$ cat src/rtl/tama_pkg.sv
// Shared definitions for the button-event front end: event indices, event code
// layout and the press FSM state encoding.
package tama_pkg;

   localparam int unsigned NUM_BTN      = 4;
   localparam int unsigned EVT_LONG_BIT = 2;

   localparam logic [1:0] EVT_FEED  = 2'd0;
   localparam logic [1:0] EVT_PLAY  = 2'd1;
   localparam logic [1:0] EVT_CLEAN = 2'd2;
   localparam logic [1:0] EVT_SLEEP = 2'd3;

   typedef enum logic [1:0] {
      ST_IDLE = 2'd0,
      ST_HELD = 2'd1,
      ST_LONG = 2'd2
   } press_state_e;

   function automatic logic [2:0] make_evt(input logic is_long, input logic [1:0] idx);
      logic [2:0] code;
      code               = {1'b0, idx};
      code[EVT_LONG_BIT] = is_long;
      return code;
   endfunction

endpackage

$ cat src/rtl/tama_debounce.sv
// One button: 2-flop synchroniser followed by a stability counter that toggles
// the debounced level after DEBOUNCE_CYCLES consecutive disagreeing samples.
module tama_debounce
   import tama_pkg::*;
#(
   parameter int unsigned      CNT_W           = 16,
   parameter logic [CNT_W-1:0] DEBOUNCE_CYCLES = 16'd50000
) (
   input  logic clk,
   input  logic rst,
   input  logic ena,
   input  logic raw,
   output logic level
);

   localparam logic [CNT_W-1:0] CNT_ONE  = {{(CNT_W-1){1'b0}}, 1'b1};
   localparam logic [CNT_W-1:0] CNT_ZERO = {CNT_W{1'b0}};
   localparam logic [CNT_W-1:0] DB_LAST  = DEBOUNCE_CYCLES - CNT_ONE;

   logic             sync1_q, sync2_q;
   logic             level_q, level_d;
   logic [CNT_W-1:0] cnt_q, cnt_d;

   // Debounce counter and level toggle; frozen while disabled.
   always_comb begin
      level_d = level_q;
      cnt_d   = cnt_q;
      if (!ena) begin
         level_d = level_q;
         cnt_d   = cnt_q;
      end else if (sync2_q == level_q) begin
         cnt_d = CNT_ZERO;
      end else if (cnt_q == DB_LAST) begin
         level_d = ~level_q;
         cnt_d   = CNT_ZERO;
      end else begin
         cnt_d = cnt_q + CNT_ONE;
      end
   end

   // Synchroniser runs regardless of ena.
   always_ff @(posedge clk) begin
      if (rst) begin
         sync1_q <= 1'b0;
         sync2_q <= 1'b0;
         level_q <= 1'b0;
         cnt_q   <= CNT_ZERO;
      end else begin
         sync1_q <= raw;
         sync2_q <= sync1_q;
         level_q <= level_d;
         cnt_q   <= cnt_d;
      end
   end

   assign level = level_q;

endmodule

$ cat src/rtl/tama_button_events.sv
// Button front end: debounce, short/long press classification, per-button pending
// slots, lowest-index arbiter and a 2-deep event FIFO. Long presses are built only
// when TAMA_LONG_PRESS_EN is defined.
module tama_button_events
   import tama_pkg::*;
#(
   parameter int unsigned      CNT_W           = 16,
   parameter logic [CNT_W-1:0] DEBOUNCE_CYCLES = 16'd50000,
   parameter logic [CNT_W-1:0] LONG_CYCLES     = 16'd60000
) (
   input  logic       clk,
   input  logic       rst,
   input  logic       ena,
   input  logic [3:0] btn_raw,
   output logic [3:0] btn_level,
   output logic       evt_valid,
   input  logic       evt_ready,
   output logic [2:0] evt_code,
   output logic       overflow
);

   logic [NUM_BTN-1:0] level_s;
   logic [NUM_BTN-1:0] raise_s, raise_long_s;
   press_state_e       state_q [NUM_BTN];
   press_state_e       state_d [NUM_BTN];

   for (genvar g = 0; g < NUM_BTN; g++) begin : g_db
      tama_debounce #(
         .CNT_W           (CNT_W),
         .DEBOUNCE_CYCLES (DEBOUNCE_CYCLES)
      ) u_db (
         .clk   (clk),
         .rst   (rst),
         .ena   (ena),
         .raw   (btn_raw[g]),
         .level (level_s[g])
      );
   end

   assign btn_level = level_s;

`ifdef TAMA_LONG_PRESS_EN
   localparam logic [CNT_W-1:0] CNT_ONE   = {{(CNT_W-1){1'b0}}, 1'b1};
   localparam logic [CNT_W-1:0] HOLD_LAST = LONG_CYCLES - CNT_ONE;

   logic [CNT_W-1:0] hold_q [NUM_BTN];
   logic [CNT_W-1:0] hold_d [NUM_BTN];

   // Press FSMs with hold counter; the counter saturates by leaving HELD.
   always_comb begin
      for (int i = 0; i < NUM_BTN; i++) begin
         state_d[i]      = state_q[i];
         hold_d[i]       = hold_q[i];
         raise_s[i]      = 1'b0;
         raise_long_s[i] = 1'b0;
         if (ena) begin
            case (state_q[i])
               ST_IDLE: begin
                  if (level_s[i]) begin
                     state_d[i] = ST_HELD;
                     hold_d[i]  = {CNT_W{1'b0}};
                  end else begin
                     state_d[i] = ST_IDLE;
                  end
               end
               ST_HELD: begin
                  if (!level_s[i]) begin
                     state_d[i] = ST_IDLE;
                     raise_s[i] = 1'b1;
                  end else if (hold_q[i] == HOLD_LAST) begin
                     state_d[i]      = ST_LONG;
                     raise_s[i]      = 1'b1;
                     raise_long_s[i] = 1'b1;
                  end else begin
                     hold_d[i] = hold_q[i] + CNT_ONE;
                  end
               end
               ST_LONG: begin
                  if (!level_s[i]) begin
                     state_d[i] = ST_IDLE;
                  end else begin
                     state_d[i] = ST_LONG;
                  end
               end
               default: state_d[i] = ST_IDLE;
            endcase
         end else begin
            state_d[i] = state_q[i];
         end
      end
   end

   // Hold counter registers.
   always_ff @(posedge clk) begin
      for (int i = 0; i < NUM_BTN; i++) begin
         if (rst) begin
            hold_q[i] <= {CNT_W{1'b0}};
         end else begin
            hold_q[i] <= hold_d[i];
         end
      end
   end
`else
   // Press FSMs without long detection: every release is a short event.
   always_comb begin
      for (int i = 0; i < NUM_BTN; i++) begin
         state_d[i]      = state_q[i];
         raise_s[i]      = 1'b0;
         raise_long_s[i] = 1'b0;
         if (ena) begin
            case (state_q[i])
               ST_IDLE: begin
                  if (level_s[i]) begin
                     state_d[i] = ST_HELD;
                  end else begin
                     state_d[i] = ST_IDLE;
                  end
               end
               ST_HELD: begin
                  if (!level_s[i]) begin
                     state_d[i] = ST_IDLE;
                     raise_s[i] = 1'b1;
                  end else begin
                     state_d[i] = ST_HELD;
                  end
               end
               default: state_d[i] = ST_IDLE;
            endcase
         end else begin
            state_d[i] = state_q[i];
         end
      end
   end
`endif

   // Press FSM state registers.
   always_ff @(posedge clk) begin
      for (int i = 0; i < NUM_BTN; i++) begin
         if (rst) begin
            state_q[i] <= ST_IDLE;
         end else begin
            state_q[i] <= state_d[i];
         end
      end
   end

   logic [NUM_BTN-1:0] pend_q, pend_d, pend_long_q, pend_long_d;
   logic [NUM_BTN-1:0] take_s;
   logic [2:0]         head_q, head_d, tail_q, tail_d, push_code_s;
   logic [1:0]         count_q, count_d;
   logic               ovf_q, ovf_d, pop_s, push_s, can_push_s;

   // Pending slots, lowest-index arbiter and the 2-entry FIFO (head/tail registers).
   always_comb begin
      pop_s       = (count_q != 2'd0) && evt_ready;
      can_push_s  = (count_q != 2'd2) || pop_s;
      take_s      = can_push_s ? (pend_q & (~pend_q + 4'd1)) : 4'd0;
      push_s      = |take_s;
      push_code_s = 3'b000;
      for (int i = 0; i < NUM_BTN; i++) begin
         if (take_s[i]) begin
            push_code_s = make_evt(pend_long_q[i], 2'(i));
         end else begin
            push_code_s = push_code_s;
         end
      end

      pend_d      = pend_q & ~take_s;
      pend_long_d = pend_long_q;
      ovf_d       = ovf_q;
      for (int i = 0; i < NUM_BTN; i++) begin
         if (raise_s[i] && pend_q[i]) begin
            ovf_d = 1'b1;
         end else if (raise_s[i]) begin
            pend_d[i]      = 1'b1;
            pend_long_d[i] = raise_long_s[i];
         end else begin
            pend_d[i] = pend_d[i];
         end
      end

      head_d  = head_q;
      tail_d  = tail_q;
      count_d = count_q;
      case ({push_s, pop_s})
         2'b10: begin
            if (count_q == 2'd0) begin
               head_d = push_code_s;
            end else begin
               tail_d = push_code_s;
            end
            count_d = count_q + 2'd1;
         end
         2'b01: begin
            head_d  = tail_q;
            count_d = count_q - 2'd1;
         end
         2'b11: begin
            if (count_q == 2'd1) begin
               head_d = push_code_s;
            end else begin
               head_d = tail_q;
               tail_d = push_code_s;
            end
         end
         default: count_d = count_q;
      endcase
   end

   // Queue and overflow registers.
   always_ff @(posedge clk) begin
      if (rst) begin
         pend_q      <= 4'd0;
         pend_long_q <= 4'd0;
         head_q      <= 3'd0;
         tail_q      <= 3'd0;
         count_q     <= 2'd0;
         ovf_q       <= 1'b0;
      end else begin
         pend_q      <= pend_d;
         pend_long_q <= pend_long_d;
         head_q      <= head_d;
         tail_q      <= tail_d;
         count_q     <= count_d;
         ovf_q       <= ovf_d;
      end
   end

   assign evt_valid = (count_q != 2'd0);
   assign evt_code  = head_q;
   assign overflow  = ovf_q;

endmodule

$ cat config.mk
export PLATFORM = sky130hd
export DESIGN_NAME = tama_button_events
export DESIGN_NICKNAME = d
export VERILOG_FILES = /design/src/rtl/tama_pkg.sv /design/src/rtl/tama_debounce.sv /design/src/rtl/tama_button_events.sv
export SDC_FILE = /design/constraint.sdc
export NUM_CORES = 1
export LEC_CHECK = 0
export BUFFER_PORTS_ARGS = -buffer_cell sky130_fd_sc_hd__clkbuf_2
export CORE_MARGIN = 5
export CORE_UTILIZATION = 35
export DETAILED_ROUTE_END_ITERATION = 8
export PLACE_DENSITY = 0.48
export SETUP_SLACK_MARGIN = 0.05
export SLEW_MARGIN = 5
export SYNTH_ARGS = -nofsm -noshare
export SYNTH_HDL_FRONTEND = slang
export SYNTH_SLANG_ARGS = --single-unit
$ cat constraint.sdc
create_clock -name clk -period 2.5 [get_ports clk]
set_input_delay 0.5 -clock clk [delete_from_list [all_inputs] [get_ports clk]]
set_output_delay 0.5 -clock clk [all_outputs]
set_load 0.02 [all_outputs]
==> results of run 1 <==
==> layout make-up <==
type / count / area share [%]
flip-flops and latches: 91 / 36.08
clock buffers: 14 / 5.624
inverters: 13 / 0.9663
clock inverters: 2 / 0.3469
repair buffers: 26 / 3.122
multi-input cells: 393 / 49.60
well taps: 172 / 4.262
==> registers in the layout (all words and copies together) (netlist names) <==
| signal | cells |
|---|---|
| count_q | 2 |
| g_db.u_db.sync1_q | 4 |
| evt_code | 2 |
| state_q | 4 |
| tail_q | 2 |
| g_db.u_db.cnt_q | 64 |
| overflow | 1 |
| g_db.u_db.level | 4 |
| pend_q | 4 |
| g_db.u_db.sync2_q | 4 |
==> critical path: cells and delay by family, from the launching register on <==
family,cells,cell delay [ns]
xor gates and xnor gates,1,0.25
DFF,1,0.43
and+or+nand+nor,4,1.50
==> what timing repair did <==
item                       4_1_cts  5_1_grt
setup endpoints to repair        0        5
hold endpoints to repair         0        0
resized for setup                0        3
==> how the worst max path moves through the flow <==
| stage | depth (start not counted) | slack, ns | end |
|---|---|---|---|
| 2_1_floorplan | 11 | 0.26 | tail_q[1]$_SDFFE_PP0P_ |
| 3_3_place_gp | 10 | 0.26 | tail_q[0]$_SDFFE_PP0P_ |
| 3_5_place_dp | 10 | 0.13 | tail_q[1]$_SDFFE_PP0P_ |
| 4_1_cts | 10 | 0.11 | tail_q[1]$_SDFFE_PP0P_ |
| 5_1_grt | 9 | 0.04 | evt_code[1]$_SDFFE_PP0P_ |
| 6_report | 5 | 0.24 | g_db[1].u_db.cnt_q[15]$_SDFFE_PP0P_ |
==> cells by family after synthesis <==
family | share of synthesized area (%)
XOR/XNOR | 6.593
AO/OA/AOI/OAI | 12.16
multiplexers | 2.881
adder cells (fa/ha/maj) | 3.324
other | 0.08302
AND/OR/NAND/NOR | 30.31
flip-flops | 40.33
buffers and inverters | 4.321
==> cells in the mapped netlist (all sizes together) (4+ instances only) <==
library cell and instances:
ha 12, nor2 62, and2 5, or3 4
buf 16, nand2 37, nand3 28, xor2 25
mux2i 13, a22oi 4, nand2b 6, nor4 9
nand4b 6, and3 8, clkbuf 10, a31oi 10
and4 8, nor3 14, nor2b 12, nand4 23
inv 13, xnor2 9, dfxtp 91, o21ai 18
a21oi 36
==> report_power, final <==
group          internal (W)  switching (W)
sequential          0.00146     0.00000775
clock              0.000787       0.000564
combinational     0.0000538       0.000100
==> through the flow <==
step,hold slack [ns],util (%),worst slack [ns],cells
finish,0.3636,40.02,0.2427,711
global route,0.3583,40.02,0.03565,711
CTS,0.3567,39.98,0.1127,711
detailed placement,0.4247,37.59,0.1314,695
global placement,0.4157,37.59,0.2577,695
floorplan,0.4138,-,0.2636,523
==> metal layers <==
| metal | vias up | GRT usage (%) |
|---|---|---|
| met5 | - | 0 |
| met4 | 0 | 4.844 |
| met3 | 9 | 3.951 |
| met2 | 37 | 19.80 |
| met1 | 1654 | 17.77 |
| li1 | 1894 | - |
==> report_table.html, run 1 <==
<table>
<tr><th>Metric</th><th>Value</th></tr>
<tr><th colspan="2">Hold path</th></tr>
<tr><td>Hold path start</td><td>btn_raw[0]</td></tr>
<tr><td>HP Class</td><td>in2reg</td></tr>
<tr><td>Cell depth of the worst min-delay path</td><td>2</td></tr>
<tr><td>Hold-critical path endpoint</td><td>g_db[0].u_db.sync1_q$_SDFF_PP0_</td></tr>
<tr><th colspan="2">Route</th></tr>
<tr><td>Iteration count of the initial detailed-routing pass</td><td>4</td></tr>
<tr><td>Metal3 WL</td><td>328 um</td></tr>
<tr><td>Wire length on met1</td><td>4856 um</td></tr>
<tr><td>Vias post-DR</td><td>3,594</td></tr>
<tr><td>Uppermost signal routing layer after detailed routing</td><td>met4</td></tr>
<tr><td>Drt total wl</td><td>9427 um</td></tr>
<tr><td>Post-detailed-route count of antenna-violating nets</td><td>0</td></tr>
<tr><td>Detailed Route Iter0 Violations</td><td>206</td></tr>
<tr><td># DRC</td><td>0</td></tr>
<tr><td>Vias per cell</td><td>5.055</td></tr>
<tr><td>Routed WL per cell</td><td>13.26 um</td></tr>
<tr><td>Met2 layer wire length in the routed design</td><td>4103 um</td></tr>
<tr><th colspan="2">Clock network</th></tr>
<tr><td>Cts hold-fix bufs</td><td>0</td></tr>
<tr><td>Post-CTS repair timing setup buffer count</td><td>0</td></tr>
<tr><td>Maximum buffer depth of the clock tree</td><td>2</td></tr>
<tr><td>Number of buffers added by the clock tree synthesis step</td><td>9</td></tr>
<tr><td>H-tree depth reported by CTS</td><td>3</td></tr>
<tr><td>Clock tree root driver cell</td><td>clkbuf_16</td></tr>
<tr><td>Clock latency of the later-clocked register in the worst-skew pair</td><td>0.34 ns</td></tr>
<tr><td>Clk pin slew, worst setup/hold paths</td><td>0.06 ns</td></tr>
<tr><td>Clk sink count</td><td>91</td></tr>
<tr><td>TritonCTS clock tree</td><td>built</td></tr>
<tr><th colspan="2">Placed design</th></tr>
<tr><td>Half-perimeter wire length after placement</td><td>6455 um</td></tr>
<tr><td>Post-placement cell area</td><td>4743 um^2</td></tr>
<tr><td>Weighted congestion at the end of routability-driven global placement</td><td>0.8252</td></tr>
<tr><td>Number of buffer cells added on primary ports</td><td>15</td></tr>
<tr><th colspan="2">Critical path</th></tr>
<tr><td>Terminus of the critical flop-to-flop path</td><td>g_db[1].u_db.cnt_q[15]$_SDFFE_PP0P_</td></tr>
<tr><td>CP Max Fanout</td><td>24</td></tr>
<tr><td>Source of the critical timing path</td><td>g_db[1].u_db.level$_SDFFE_PP0P_</td></tr>
<tr><td>Cells along the critical path</td><td>xor2_1, nand2_1, nor3_4, or3b_2, nand3_1</td></tr>
<tr><td>Data required time of the worst path</td><td>2.79 ns</td></tr>
<tr><td>CP startpoint kind</td><td>register</td></tr>
<tr><td>Flop2flop setup slack</td><td>0.24 ns</td></tr>
<tr><td>Logic depth of the worst register-to-register path</td><td>5</td></tr>
<tr><td>Kind of end point of the critical path</td><td>register</td></tr>
<tr><td>Arrival time of data at the critical path endpoint</td><td>2.54 ns</td></tr>
<tr><td>Critical R2R Launch</td><td>g_db[1].u_db.level$_SDFFE_PP0P_</td></tr>
<tr><td>Largest stage delay on the critical path</td><td>0.73 ns</td></tr>
<tr><td>Type of the setup path with the least slack</td><td>reg2reg</td></tr>
<tr><td>CP max stage cell</td><td>nor3_4</td></tr>
<tr><th colspan="2">Floorplan</th></tr>
<tr><td>Floorplan die height</td><td>123.6 um</td></tr>
<tr><td>Die outline area</td><td>15,280 um^2</td></tr>
<tr><td>Area of the core</td><td>12,620 um^2</td></tr>
<tr><td>Io pins</td><td>17</td></tr>
<tr><td>Std-Cell Rows</td><td>41</td></tr>
<tr><td>Width of the die</td><td>123.6 um</td></tr>
<tr><td>Starting utilization of the core area</td><td>35.79%</td></tr>
<tr><th colspan="2">Job</th></tr>
<tr><td>Max-capacitance violation count</td><td>0</td></tr>
<tr><th colspan="2">STA</th></tr>
<tr><td>Crit path time final</td><td>2.257 ns</td></tr>
<tr><td>Tightest Pin Transition</td><td>0.8945 ns</td></tr>
<tr><td>Post-route setup TNS</td><td>0 ns</td></tr>
<tr><td>Count of final hold-check violations</td><td>0</td></tr>
<tr><td>Number of pins exceeding their max-slew limit in the final report</td><td>0</td></tr>
<tr><td>Final setup viols</td><td>0</td></tr>
<tr><td>Part of the cycle the worst path needs</td><td>90.29%</td></tr>
<tr><td>Maximum clock skew at final layout</td><td>0.007767 ns</td></tr>
<tr><td>Setup repair after global routing missed its margin</td><td>false</td></tr>
<tr><td>Slew margin rel.</td><td>40.24%</td></tr>
<tr><td>Upper clock frequency limit</td><td>0.4430 GHz</td></tr>
<tr><th colspan="2">Synth</th></tr>
<tr><td>Share of Yosys cell area claimed by the top area cell type</td><td>40.33%</td></tr>
<tr><td>Post-synthesis instance area</td><td>4517 um^2</td></tr>
<tr><td>Nets in the synthesized netlist</td><td>543</td></tr>
<tr><td>Async SR Flop Fraction</td><td>0%</td></tr>
<tr><td>Number of distinct library cell variants in the gate-level netlist after synthesis</td><td>62</td></tr>
<tr><td>Mean instance size in the synthesized netlist</td><td>8.636 um^2</td></tr>
<tr><td>Yosys top cell by area</td><td>dfxtp_1</td></tr>
<tr><td>Synth Warn #</td><td>0</td></tr>
<tr><td>Post-Syn Instances</td><td>523</td></tr>
<tr><td>Number of enable flip-flop cells after synthesis</td><td>0</td></tr>
<tr><td>Cell types with the largest area share after synthesis</td><td>dfxtp_1 40%, nor2_1 5.1%, xor2_1 4.8%</td></tr>
<tr><td>Register bit count reported by yosys</td><td>91</td></tr>
<tr><td>Primary FF master, synth</td><td>dfxtp_1</td></tr>
<tr><td>Register area share after synthesis</td><td>40.33%</td></tr>
<tr><th colspan="2">Power</th></tr>
<tr><td>Overall power after layout</td><td>0.002976 W</td></tr>
<tr><td>Worst VDD drop</td><td>345.7 uV</td></tr>
<tr><td>Leakage</td><td>1.796 nW</td></tr>
<tr><td>Power per cell area</td><td>589.3 nW/um^2</td></tr>
<tr><th colspan="2">GRT</th></tr>
<tr><td>Pin count of the biggest net entering global routing</td><td>50</td></tr>
<tr><td>Total congestion overflow</td><td>0</td></tr>
<tr><td>Vias in the first global route</td><td>3,398</td></tr>
<tr><td>GRT Util Overall</td><td>13.15%</td></tr>
<tr><td>Number of antenna violations at the first check in global routing</td><td>0</td></tr>
<tr><td>First-pass GRT wire length</td><td>16,040 um</td></tr>
<tr><th colspan="2">Cells and area</th></tr>
<tr><td>Area of the multi-input gates</td><td>2505 um^2</td></tr>
<tr><td>Non-Filler Cell Area, Final</td><td>5050 um^2</td></tr>
<tr><td>Most common cell after layout, fill and taps aside</td><td>dfxtp_1</td></tr>
<tr><td>Total area of sequential cells</td><td>1822 um^2</td></tr>
<tr><td>Final-layout fill cell count</td><td>1,325</td></tr>
<tr><td>Layout cells sized above 1</td><td>11.13%</td></tr>
<tr><td>Antenna diode count</td><td>0</td></tr>
<tr><td>Layout Area Growth over Synthesis</td><td>11.80%</td></tr>
<tr><td>Leading cell types in the layout, fill and taps excluded</td><td>91 x dfxtp_1, 60 x nor2_1, 37 x nand2_1</td></tr>
<tr><td>Nets</td><td>554</td></tr>
<tr><th colspan="2">Status</th></tr>
<tr><td>Status</td><td>finished, final reports clean</td></tr>
</table>
(Power assumes the default switching activity.)
==> run 2: changes to the inputs <==
--- a/config.mk
+++ b/config.mk
@@ -5,13 +5,14 @@
 export SDC_FILE = /design/constraint.sdc
 export NUM_CORES = 1
 export LEC_CHECK = 0
-export BUFFER_PORTS_ARGS = -buffer_cell sky130_fd_sc_hd__clkbuf_2
 export CORE_MARGIN = 5
 export CORE_UTILIZATION = 35
 export DETAILED_ROUTE_END_ITERATION = 8
-export PLACE_DENSITY = 0.48
+export DONT_BUFFER_PORTS = 1
+export PLACE_DENSITY = 0.47
 export SETUP_SLACK_MARGIN = 0.05
 export SLEW_MARGIN = 5
 export SYNTH_ARGS = -nofsm -noshare
 export SYNTH_HDL_FRONTEND = slang
+export SYNTH_HIERARCHICAL = 1
 export SYNTH_SLANG_ARGS = --single-unit
==> run 2 against run 1 <==
  * Fmax rose by 3.8%
  * Synthesized cell count rose by 8.2%
  * Critical path depth rose by 4
  * Sequential share of layout area fell by 0.88 points
  * Worst hold slack got worse by 0.14 ns
  * Global-route usage rose by 0.27 points
  * Clock power rose by 10%
  * Routed wire length rose by 8.4%
  * Clock-buffer cell count fell by 3
  * Largest cell class unchanged
==> report_table.html, run 2 <==
<table>
<tr><th>Metric</th><th>Value</th></tr>
<tr><th colspan="2">Status</th></tr>
<tr><td>Status</td><td>finished, final reports clean (unchanged)</td></tr>
<tr><th colspan="2">STA</th></tr>
<tr><td>Final setup slack of the worst path</td><td>0.3243 ns (was 0.2427 ns)</td></tr>
<tr><td>Count of final hold-check violations</td><td>0 (unchanged)</td></tr>
<tr><td>Crit path time final</td><td>2.176 ns (was 2.257 ns)</td></tr>
<tr><td>Number of pins exceeding their max-slew limit in the final report</td><td>0 (unchanged)</td></tr>
<tr><td>Post-route setup TNS</td><td>0 ns (unchanged)</td></tr>
<tr><td>Tightest Pin Transition</td><td>0.7749 ns (was 0.8945 ns)</td></tr>
<tr><td>Setup repair after global routing missed its margin</td><td>false (unchanged)</td></tr>
<tr><td>Upper clock frequency limit</td><td>0.4596 GHz (was 0.4430 GHz)</td></tr>
<tr><td>Slew margin rel.</td><td>48.15% (was 40.24%)</td></tr>
<tr><td>Final setup viols</td><td>0 (unchanged)</td></tr>
<tr><td>Maximum clock skew at final layout</td><td>0.005968 ns (was 0.007767 ns)</td></tr>
<tr><td>Part of the cycle the worst path needs</td><td>87.03% (was 90.29%)</td></tr>
<tr><th colspan="2">Power</th></tr>
<tr><td>Leakage</td><td>1.705 nW (was 1.796 nW)</td></tr>
<tr><td>Power per cell area</td><td>604.1 nW/um^2 (was 589.3 nW/um^2)</td></tr>
<tr><td>Worst VDD drop</td><td>425.4 uV (was 345.7 uV)</td></tr>
<tr><th colspan="2">Synth</th></tr>
<tr><td>Post-synthesis instance area</td><td>4703 um^2 (was 4517 um^2)</td></tr>
<tr><td>Share of Yosys cell area claimed by the top area cell type</td><td>38.73% (was 40.33%)</td></tr>
<tr><td>Register bit count reported by yosys</td><td>91 (unchanged)</td></tr>
<tr><td>Synth Warn #</td><td>6 (was 0)</td></tr>
<tr><td>Register area share after synthesis</td><td>38.73% (was 40.33%)</td></tr>
<tr><td>Cell types with the largest area share after synthesis</td><td>dfxtp_1 39%, nor2_1 5.1%, a21oi_1 4.9% (was dfxtp_1 40%, nor2_1 5.1%, xor2_1 4.8%)</td></tr>
<tr><td>Async SR Flop Fraction</td><td>0% (unchanged)</td></tr>
<tr><td>Post-Syn Instances</td><td>566 (was 523)</td></tr>
<tr><td>Yosys top cell by area</td><td>dfxtp_1 (unchanged)</td></tr>
<tr><td>Adder-cell share of the synthesized area</td><td>3.192% (was 3.324%)</td></tr>
<tr><td>Number of distinct library cell variants in the gate-level netlist after synthesis</td><td>48 (was 62)</td></tr>
<tr><td>Primary FF master, synth</td><td>dfxtp_1 (unchanged)</td></tr>
<tr><td>Area share of and/or/nand/nor cells after synthesis</td><td>29.34% (was 30.30%)</td></tr>
<tr><td>Fraction of the mapped netlist area in compound gates</td><td>17.74% (was 12.16%)</td></tr>
<tr><td>Cell with the most instances after synthesis</td><td>dfxtp_1 (unchanged)</td></tr>
<tr><td>Mean instance size in the synthesized netlist</td><td>8.310 um^2 (was 8.636 um^2)</td></tr>
<tr><td>Area share of xor/xnor cells in the synthesized design</td><td>2.421% (was 6.593%)</td></tr>
<tr><td>Nets in the synthesized netlist</td><td>586 (was 543)</td></tr>
<tr><td>Mux share of post-synthesis cell area</td><td>3.219% (was 2.881%)</td></tr>
<tr><td>Number of enable flip-flop cells after synthesis</td><td>0 (unchanged)</td></tr>
<tr><td>Cell types with the highest counts after synthesis</td><td>91 x dfxtp_1, 64 x nor2_1, 46 x a21oi_1 (was 91 x dfxtp_1, 61 x nor2_1, 37 x nand2_1)</td></tr>
<tr><td>Combinational family with the most area after synthesis</td><td>simple AND/OR/NAND/NOR gates (unchanged)</td></tr>
<tr><th colspan="2">Cells and area</th></tr>
<tr><td>Leading cell types in the layout, fill and taps excluded</td><td>91 x dfxtp_1, 64 x nor2_1, 46 x a21oi_1 (was 91 x dfxtp_1, 60 x nor2_1, 37 x nand2_1)</td></tr>
<tr><td>Total area of sequential cells</td><td>1822 um^2 (unchanged)</td></tr>
<tr><td>Most flop-heavy register</td><td>g_db.u_db/cnt_q (was g_db.u_db.cnt_q)</td></tr>
<tr><td>Final-layout fill cell count</td><td>1,371 (was 1,325)</td></tr>
<tr><td>Area of the multi-input gates</td><td>2634 um^2 (was 2505 um^2)</td></tr>
<tr><td>Nets</td><td>582 (was 554)</td></tr>
<tr><td>Layout Area Growth over Synthesis</td><td>10.06% (was 11.80%)</td></tr>
<tr><td>Number of flip-flops in the largest register</td><td>64 (unchanged)</td></tr>
<tr><td>Core Util, Final</td><td>39.24% (was 40.02%)</td></tr>
<tr><td>Antenna diode count</td><td>0 (unchanged)</td></tr>
<tr><td>Most common cell after layout, fill and taps aside</td><td>dfxtp_1 (unchanged)</td></tr>
<tr><td>Layout cells sized above 1</td><td>8.466% (was 11.13%)</td></tr>
<tr><th colspan="2">Clock network</th></tr>
<tr><td>Clock latency of the later-clocked register in the worst-skew pair</td><td>0.35 ns (was 0.34 ns)</td></tr>
<tr><td>Post-CTS repair timing setup buffer count</td><td>0 (unchanged)</td></tr>
<tr><td>Clock tree root driver cell</td><td>clkbuf_16 (unchanged)</td></tr>
<tr><td>Clk pin slew, worst setup/hold paths</td><td>0.06 ns (about the same)</td></tr>
<tr><td>H-tree depth reported by CTS</td><td>3 (unchanged)</td></tr>
<tr><td>TritonCTS clock tree</td><td>built (unchanged)</td></tr>
<tr><td>Number of buffers added by the clock tree synthesis step</td><td>9 (unchanged)</td></tr>
<tr><td>Number of cells upsized or downsized after cts</td><td>0 (unchanged)</td></tr>
<tr><td>Maximum buffer depth of the clock tree</td><td>2 (unchanged)</td></tr>
<tr><td>Cts hold-fix bufs</td><td>0 (unchanged)</td></tr>
<tr><td>Clk sink count</td><td>91 (unchanged)</td></tr>
<tr><th colspan="2">Floorplan</th></tr>
<tr><td>Std-Cell Rows</td><td>42 (was 41)</td></tr>
<tr><td>Floorplan die height</td><td>125.9 um (was 123.6 um)</td></tr>
<tr><td>Width of the die</td><td>125.9 um (was 123.6 um)</td></tr>
<tr><td>Die outline area</td><td>15,860 um^2 (was 15,280 um^2)</td></tr>
<tr><td>Starting utilization of the core area</td><td>35.66% (was 35.79%)</td></tr>
<tr><td>Area of the core</td><td>13,190 um^2 (was 12,620 um^2)</td></tr>
<tr><td>Io pins</td><td>17 (unchanged)</td></tr>
<tr><th colspan="2">Placed design</th></tr>
<tr><td>Half-perimeter wire length after placement</td><td>7138 um (was 6455 um)</td></tr>
<tr><td>Number of buffer cells added on primary ports</td><td>0 (was 15)</td></tr>
<tr><td>Weighted congestion at the end of routability-driven global placement</td><td>0.7694 (was 0.8252)</td></tr>
<tr><td>Setup Slack @ Placement</td><td>0.3025 ns (was 0.1314 ns)</td></tr>
<tr><th colspan="2">Route</th></tr>
<tr><td>Vias post-DR</td><td>3,935 (was 3,594)</td></tr>
<tr><td>Detailed Route Iter0 Violations</td><td>210 (was 206)</td></tr>
<tr><td>Routed WL per cell</td><td>13.75 um (was 13.26 um)</td></tr>
<tr><td>Drt total wl</td><td>10,220 um (was 9427 um)</td></tr>
<tr><td># DRC</td><td>0 (unchanged)</td></tr>
<tr><td>Iteration count of the initial detailed-routing pass</td><td>4 (unchanged)</td></tr>
<tr><td>Vias per cell</td><td>5.296 (was 5.055)</td></tr>
<tr><td>Post-detailed-route count of antenna-violating nets</td><td>0 (unchanged)</td></tr>
<tr><th colspan="2">Critical path</th></tr>
<tr><td>Logic depth of the worst register-to-register path</td><td>9 (was 5)</td></tr>
<tr><td>Number of buffers and inverters on the critical path</td><td>1 (was 0)</td></tr>
<tr><td>CP startpoint kind</td><td>register (unchanged)</td></tr>
<tr><td>Cells along the critical path</td><td>inv_1, ha_1, nand2b_4, a21oi_1, ha_1, nand2b_1, a21oi_1, a22oi_1, a211oi_1 (was xor2_1, nand2_1, nor3_4, or3b_2, nand3_1)</td></tr>
<tr><td>Kind of end point of the critical path</td><td>register (unchanged)</td></tr>
<tr><td>Critical R2R Launch</td><td>count_q[0]$_SDFFE_PP0P_ (was g_db[1].u_db.level$_SDFFE_PP0P_)</td></tr>
<tr><td>Largest stage delay on the critical path</td><td>0.38 ns (was 0.73 ns)</td></tr>
<tr><td>Delay-heaviest family, CP</td><td>compound AO/OA/AOI/OAI gates (was simple AND/OR/NAND/NOR gates)</td></tr>
<tr><td>CP Max Fanout</td><td>10 (was 24)</td></tr>
<tr><td>Type of the setup path with the least slack</td><td>reg2reg (unchanged)</td></tr>
<tr><td>Flop2flop setup slack</td><td>0.32 ns (was 0.24 ns)</td></tr>
<tr><td>Arrival time of data at the critical path endpoint</td><td>2.44 ns (was 2.54 ns)</td></tr>
<tr><td>Data required time of the worst path</td><td>2.77 ns (was 2.79 ns)</td></tr>
<tr><td>Terminus of the critical flop-to-flop path</td><td>evt_code[0]$_SDFFE_PP0P_ (was g_db[1].u_db.cnt_q[15]$_SDFFE_PP0P_)</td></tr>
<tr><td>CP max stage cell</td><td>dfxtp_1 (was nor3_4)</td></tr>
<tr><th colspan="2">Hold path</th></tr>
<tr><td>HP Class</td><td>in2reg (unchanged)</td></tr>
<tr><td>Hold path start</td><td>rst (was btn_raw[0])</td></tr>
<tr><td>Cell depth of the worst min-delay path</td><td>1 (was 2)</td></tr>
<tr><td>Hold-critical path endpoint</td><td>count_q[0]$_SDFFE_PP0P_ (was g_db[0].u_db.sync1_q$_SDFF_PP0_)</td></tr>
<tr><th colspan="2">GRT</th></tr>
<tr><td>First-pass GRT wire length</td><td>17,770 um (was 16,040 um)</td></tr>
<tr><td>Vias in the first global route</td><td>3,732 (was 3,398)</td></tr>
<tr><td>GRT Util Overall</td><td>13.41% (was 13.15%)</td></tr>
<tr><td>Number of antenna violations at the first check in global routing</td><td>0 (unchanged)</td></tr>
<tr><td>Total congestion overflow</td><td>0 (unchanged)</td></tr>
<tr><td>Pin count of the biggest net entering global routing</td><td>56 (was 50)</td></tr>
<tr><th colspan="2">Job</th></tr>
<tr><td>Max-capacitance violation count</td><td>0 (unchanged)</td></tr>
</table>
-- run 2: worst max-delay path by stage --
stage | startpoint | end | slack (ns) | cells past startpoint
after global routing | count_q[0]$_SDFFE_PP0P_ | evt_code[0]$_SDFFE_PP0P_ | 0.15 | 9
after detailed placement | count_q[0]$_SDFFE_PP0P_ | evt_code[0]$_SDFFE_PP0P_ | 0.30 | 9
after global placement | ena | g_db[3].u_db/cnt_q[15]$_SDFFE_PP0P_ | 0.41 | 5
after floorplan | count_q[0]$_SDFFE_PP0P_ | evt_code[0]$_SDFFE_PP0P_ | 0.49 | 10
after CTS | count_q[0]$_SDFFE_PP0P_ | evt_code[0]$_SDFFE_PP0P_ | 0.31 | 9
final | count_q[0]$_SDFFE_PP0P_ | evt_code[0]$_SDFFE_PP0P_ | 0.32 | 9
-- run 2: area by class of cell --
| class | instances | area share [%] |
|---|---|---|
| multi-input cells | 423 | 50.88 |
| clock buffers | 11 | 4.883 |
| repair buffers | 9 | 1.305 |
| clock inverters | 5 | 1.450 |
| flip-flops and latches | 91 | 35.19 |
| well taps | 176 | 4.254 |
| inverters | 28 | 2.030 |
-- run 2: layer usage --
layer	track usage [%]	part of all wire (%)	wire, um	up-vias
li1	-	-	-	2028
met1	17.58	50	5146	1856
met2	21.03	45	4592	40
met3	4.361	3.6	372	11
met4	4.227	1.0	106	0
met5	0	0	0	-
-- run 2: metrics by stage --
stage          hold WS [ns]  std cells  total power [W]  area [um^2]
4_1_cts              0.1997        743         0.003192         5176
2_1_floorplan        0.4138        566         0.001658         4703
6_report             0.2228        743         0.003127         5176
3_5_place_dp         0.4269        727         0.001666         4848
3_3_place_gp         0.4174        727         0.001664         4848
5_1_grt              0.1973        743         0.003270         5176
-- run 2: cell families (layout without fill, tap and decap cells) --
family          count (synthesis)  in the layout
simple gates                  249            249
compound gates                133            133
flops                          91             91
buf+inv                        52             53
mux                            15             15
xor+xnor                       13             13
fa+ha+maj                      12             12
other cells                     1              1
-- run 2: power breakdown --
group	switching [W]	total (W)	internal, W
Sequential	0.0000205	0.00149	0.00147
Combinational	0.0000839	0.000140	0.0000565
Clock	0.000569	0.00149	0.000925
